`src/rtl/lfsr_period_monitor.sv`:
```
// Measures the period of an LFSR sequence bus and flags zero lockup, stall or timeout.
// Optional `maximal` output is enabled by defining LFSR_PERIOD_MONITOR_MAXIMAL_EN.
module lfsr_period_monitor #(
  parameter int LARGURA    = 8,
  parameter int CONT_W     = 16,
  parameter int MAX_CICLOS = 1024
) (
  input  logic               clock,
  input  logic               reset,
  input  logic [LARGURA-1:0] sequencia,
  input  logic               iniciar,
  input  logic               ack,
  output logic [CONT_W-1:0]  periodo,
  output logic [1:0]         erro,
  output logic               valido,
  output logic               ocupado
`ifdef LFSR_PERIOD_MONITOR_MAXIMAL_EN
  ,
  output logic               maximal
`endif
);

  localparam logic [1:0] ST_IDLE  = 2'd0;
  localparam logic [1:0] ST_COUNT = 2'd1;
  localparam logic [1:0] ST_DONE  = 2'd2;

  localparam logic [1:0] ERR_OK      = 2'b00;
  localparam logic [1:0] ERR_ZERO    = 2'b01;
  localparam logic [1:0] ERR_STALL   = 2'b10;
  localparam logic [1:0] ERR_TIMEOUT = 2'b11;

  localparam logic [CONT_W-1:0] LIMITE = CONT_W'(MAX_CICLOS);

  logic [1:0]         estado_q, estado_d;
  logic [LARGURA-1:0] referencia_q, referencia_d;
  logic [LARGURA-1:0] anterior_q, anterior_d;
  logic [CONT_W-1:0]  contador_q, contador_d;
  logic [CONT_W-1:0]  periodo_q, periodo_d;
  logic [1:0]         erro_q, erro_d;
  logic               valido_q, valido_d;
  logic               ocupado_q, ocupado_d;
  logic [CONT_W-1:0]  passo_s;
  logic               fim_s;
  logic [1:0]         codigo_s;
`ifdef LFSR_PERIOD_MONITOR_MAXIMAL_EN
  localparam logic [CONT_W-1:0] PERIODO_MAX = CONT_W'((2 ** LARGURA) - 1);
  logic maximal_q, maximal_d;
`endif

  // Termination tests in priority order: zero, stall, reference match, timeout.
  always_comb begin
    passo_s  = contador_q + {{(CONT_W-1){1'b0}}, 1'b1};
    fim_s    = 1'b1;
    codigo_s = ERR_OK;
    if (sequencia == {LARGURA{1'b0}}) begin
      codigo_s = ERR_ZERO;
    end else if (sequencia == anterior_q) begin
      codigo_s = ERR_STALL;
    end else if (sequencia == referencia_q) begin
      codigo_s = ERR_OK;
    end else if (passo_s == LIMITE) begin
      codigo_s = ERR_TIMEOUT;
    end else begin
      fim_s = 1'b0;
    end
  end

  // Next-state and datapath update.
  always_comb begin
    estado_d     = estado_q;
    referencia_d = referencia_q;
    anterior_d   = anterior_q;
    contador_d   = contador_q;
    periodo_d    = periodo_q;
    erro_d       = erro_q;
`ifdef LFSR_PERIOD_MONITOR_MAXIMAL_EN
    maximal_d    = maximal_q;
`endif
    case (estado_q)
      ST_IDLE: begin
        if (iniciar) begin
          referencia_d = sequencia;
          anterior_d   = sequencia;
          contador_d   = {CONT_W{1'b0}};
          estado_d     = ST_COUNT;
        end else begin
          estado_d = ST_IDLE;
        end
      end
      ST_COUNT: begin
        if (fim_s) begin
          periodo_d = passo_s;
          erro_d    = codigo_s;
          estado_d  = ST_DONE;
`ifdef LFSR_PERIOD_MONITOR_MAXIMAL_EN
          maximal_d = (codigo_s == ERR_OK) && (passo_s == PERIODO_MAX);
`endif
        end else begin
          contador_d = passo_s;
          anterior_d = sequencia;
        end
      end
      ST_DONE: begin
        if (ack) begin
          estado_d = ST_IDLE;
`ifdef LFSR_PERIOD_MONITOR_MAXIMAL_EN
          maximal_d = 1'b0;
`endif
        end else begin
          estado_d = ST_DONE;
        end
      end
      default: begin
        estado_d = ST_IDLE;
      end
    endcase
    valido_d  = (estado_d == ST_DONE);
    ocupado_d = (estado_d == ST_COUNT);
  end

  // State registers with synchronous active-low reset.
  always_ff @(posedge clock) begin
    if (!reset) begin
      estado_q     <= ST_IDLE;
      referencia_q <= {LARGURA{1'b0}};
      anterior_q   <= {LARGURA{1'b0}};
      contador_q   <= {CONT_W{1'b0}};
      periodo_q    <= {CONT_W{1'b0}};
      erro_q       <= ERR_OK;
      valido_q     <= 1'b0;
      ocupado_q    <= 1'b0;
`ifdef LFSR_PERIOD_MONITOR_MAXIMAL_EN
      maximal_q    <= 1'b0;
`endif
    end else begin
      estado_q     <= estado_d;
      referencia_q <= referencia_d;
      anterior_q   <= anterior_d;
      contador_q   <= contador_d;
      periodo_q    <= periodo_d;
      erro_q       <= erro_d;
      valido_q     <= valido_d;
      ocupado_q    <= ocupado_d;
`ifdef LFSR_PERIOD_MONITOR_MAXIMAL_EN
      maximal_q    <= maximal_d;
`endif
    end
  end

  assign periodo = periodo_q;
  assign erro    = erro_q;
  assign valido  = valido_q;
  assign ocupado = ocupado_q;
`ifdef LFSR_PERIOD_MONITOR_MAXIMAL_EN
  assign maximal = maximal_q;
`endif

endmodule

```
`config.mk`:
```
export PLATFORM = sky130hd
export DESIGN_NAME = lfsr_period_monitor
export DESIGN_NICKNAME = d
export VERILOG_FILES = /design/src/rtl/lfsr_period_monitor.sv
export SDC_FILE = /design/constraint.sdc
export NUM_CORES = 1
export LEC_CHECK = 0
export ABC_AREA = 1
export CORE_UTILIZATION = 45
export CTS_CLUSTER_SIZE = 14
export DETAILED_ROUTE_END_ITERATION = 6
export PLACE_DENSITY_LB_ADDON = 0.15
export SLEW_MARGIN = 20
export SYNTH_ARGS = -nofsm -noshare
export SYNTH_HDL_FRONTEND = slang
export SYNTH_SLANG_ARGS = --single-unit
export TNS_END_PERCENT = 50
```
`constraint.sdc`:
```
create_clock -name clock -period 4.5 [get_ports clock]
set_input_delay 0.9 -clock clock [delete_from_list [all_inputs] [get_ports clock]]
set_output_delay 0.9 -clock clock [all_outputs]
set_load 0.05 [all_outputs]
```
==> summary.txt <==
Floorplanning
  • Die Ht: 79.4 µm
  • Die footprint: 0.00630 mm²
  • Core Box Area: 0.00564 mm²
  • Horiz. Die Dim: roughly 79 µm
  • Core Rows: 27
  • Starting Density: 0.477
  • Boundary Pins: 32

CTS
  • Postcts setup bufs: 0
  • CTS Buffer Depth: 2
  • Clock edge transition at the registers on the reported setup and hold paths: roughly 0.10 ns
  • Number of buffers created by CTS: 5
  • CTS H-tree depth: 2
  • CTS tree: built
  • Clk_lat worst skew: roughly 0.31 ns
  • Clk root buf: clkbuf_8
  • CTS Sinks: 54
  • CTS hold repair buffers: 0
  • # resized after CTS: 0

Global routing
  • Total track usage: 0.216
  • Vias in the first global route: 2227
  • Largest net degree at the start of global routing: 36
  • Global-route wire length before repair: roughly 11000 µm
  • Initial antenna violation count: 0
  • Grt total ovfl: 0

Synth
  • Synth async-reset ratio: 0
  • Distinct cells, synth: 32
  • EDFF count, synth: 0
  • Top cells by area, synth: dfxtp_1 40%, nand2_1 12%, nand3_1 8.7%
  • Syn Nets: roughly 390
  • Post-Synthesis Cells: 380
  • Main flop type after synthesis: dfxtp_1
  • Post-synthesis sequential area ratio: 0.401
  • Avg Cell Area, Syn: 7.09 µm²
  • Synthesized cell area: 0.00269 mm²
  • Synth top area share: 0.401
  • Leading area contributor after synthesis: dfxtp_1
  • Seq cells post-synth: 54
  • Top cells by count, synth: 86 x nand2_1, 54 x dfxtp_1, 47 x nand3_1, 47 x nor2_1, 38 x a21oi_1
  • Ys Warns: 0
  • Top-count cell post-synth: nand2_1

Drt
  • DRT Wirelength: slightly above 6000 µm
  • Vias per cell: 5.27
  • DR pass1 iterations: 4
  • Remaining antenna violation count after routing: 0
  • Initial drt markers: 136
  • Post-route DRC: 0
  • DR vias: 2517
  • WL/cell: around 13 µm

Power and ir drop
  • Seq pwr share: 0.570
  • Switch share: 0.260
  • Combinational share of power: 0.115
  • Power Density: ~280 mW/mm²
  • Pint: 0.000653 W
  • Power share of the clock group: 0.315
  • VDD IR max: roughly 0.18 mV
  • Leak Pwr: 1.12 nW
  • Sw power: approximately 0.00023 W

Final layout
  • Final std cells w/o fill: approximately 480
  • Ratio of cells with drive above 1 in the final layout: 0.0788
  • Antenna diode count: 0
  • Area Overhead vs Synth: 16.0%
  • FILL cells: 575
  • Nets: 419

Critical path
  • CP Data Required Time: 4.73 ns
  • CP Launch Type: input pin
  • Arrival time worst endpoint: 3.32 ns
  • Worst-path maximum fanout: 27
  • Critical path class: in -> reg
  • Critical Path End Type: register

Placement
  • DPL Wire Length: 4300 µm
  • Port buffer count: 31
  • RePlAce Congestion: about 0.87
  • # placed instances: 470

Timing
  • Period Utilization, post-route: 0.687
  • Clock Skew: 0.00659 ns
  • TNS Setup: 0 ns
  • RSZ-0062 raised after global routing: no
  • Min Tclk post-route: ~3.1 ns
  • Achievable Freq: roughly 320 MHz
  • Final setup viols: 0
  • Worst-margin pin slew: between 0.8 and 0.9 ns
  • Hold WS: 0.469 ns
  • Slew HR: 0.400
  • Slew Viols, Final: 0
  • Hold violation count in the final report: 0

Min path
  • Hold Path Class: reg -> reg

Job
  • MaxCap Viol Count: 0

Outcome
  • Status: completed
## registers in the layout (all words and copies together), names as in the netlist
| signal | flops |
|---|---|
| estado_q | 2 |
| periodo | 16 |
| erro | 2 |
| contador_q | 16 |
| anterior_q | 8 |
| ocupado | 1 |
| referencia_q | 8 |
| valido | 1 |
## final cells by class
cell class                 count  area, µm²  area share
clock buffer                   6       82.6      0.0264
multi-input combinational    289       1450       0.463
timing repair buffer          33        325       0.104
sequential                    54       1080       0.346
tap                           72       90.1      0.0288
inverter                      22       87.6      0.0280
clock inverter                 2       12.5     0.00400
## power groups by stage
stage	Combinational (W)	Sequential [W]	Clock (W)
after detailed placement	0.000100	0.000514	0
after CTS	0.000101	0.000503	0.000290
after global routing	0.000113	0.000505	0.000311
after floorplan	0.0000647	0.000516	0
final	0.000101	0.000503	0.000278
after global placement	0.0000996	0.000513	0
## final timing paths
check           startpoint            end  slack [ns]  cells after the start
max           sequencia[0]  anterior_q[5]        1.41                     10
min             periodo[3]     periodo[3]        0.47                      2
max reg2reg  contador_q[0]  anterior_q[5]        1.69                     13
min reg2reg     periodo[3]     periodo[3]        0.47                      2
## metrics by stage
| stage | cell area (µm²) | total power [W] | util | setup slack (ns) |
|---|---|---|---|---|
| 4_1_cts | 3120 | 0.000893 | 0.554 | 1.42 |
| 6_report | 3120 | 0.000882 | 0.554 | 1.41 |
| 3_5_place_dp | 3030 | 0.000614 | 0.537 | 1.09 |
| 3_3_place_gp | 3030 | 0.000613 | 0.537 | 1.14 |
| 2_1_floorplan | 2690 | 0.000580 | - | 2.33 |
| 5_1_grt | 3120 | 0.000930 | 0.554 | 1.15 |
## cell usage in the layout (no fill, tap or decap), drive strengths merged
cell           instances
buf                    2
nand4                 10
clkinvlp               1
a31oi                  1
dfxtp                 54
a21boi                 1
a21oi                 43
inv                   20
xor2                   6
clkdlybuf4s50         31
xnor2                  9
clkinv                 3
nand3b                 3
nor3                   1
nand2                 89
clkbuf                 6
nor2                  54
or2                    4
ha                     2
o21a                   1
and2                   1
nand3                 49
o21ai                 15
## kinds of logic after synthesis
group | share of synthesized area
XOR/XNOR | 0.0488
AND/OR/NAND/NOR | 0.356
buffers and inverters | 0.0618
flip-flops | 0.401
AO/OA/AOI/OAI | 0.123
adder cells (fa/ha/maj) | 0.00929
## routing by layer
metal / up-vias / global-route usage / share of wire
li1: 1301 / - / -
met1: 1157 / 0.320 / 0.53
met2: 52 / 0.320 / 0.42
met3: 7 / 0.0402 / 0.042
met4: 0 / 0.0545 / 0.0089
met5: - / 0 / 0
## worst max-delay path, stage by stage
cell	delay, ns
clkdlybuf4s50_1	0.59
xor2_1	0.17
a21oi_1	0.07
nand4_1	0.12
nand2_1	0.08
nor2_1	0.18
nand3_2	0.47
nand2_1	0.49
nand2_1	0.10
a21oi_1	0.14
Power figures use the tool's default switching activity.
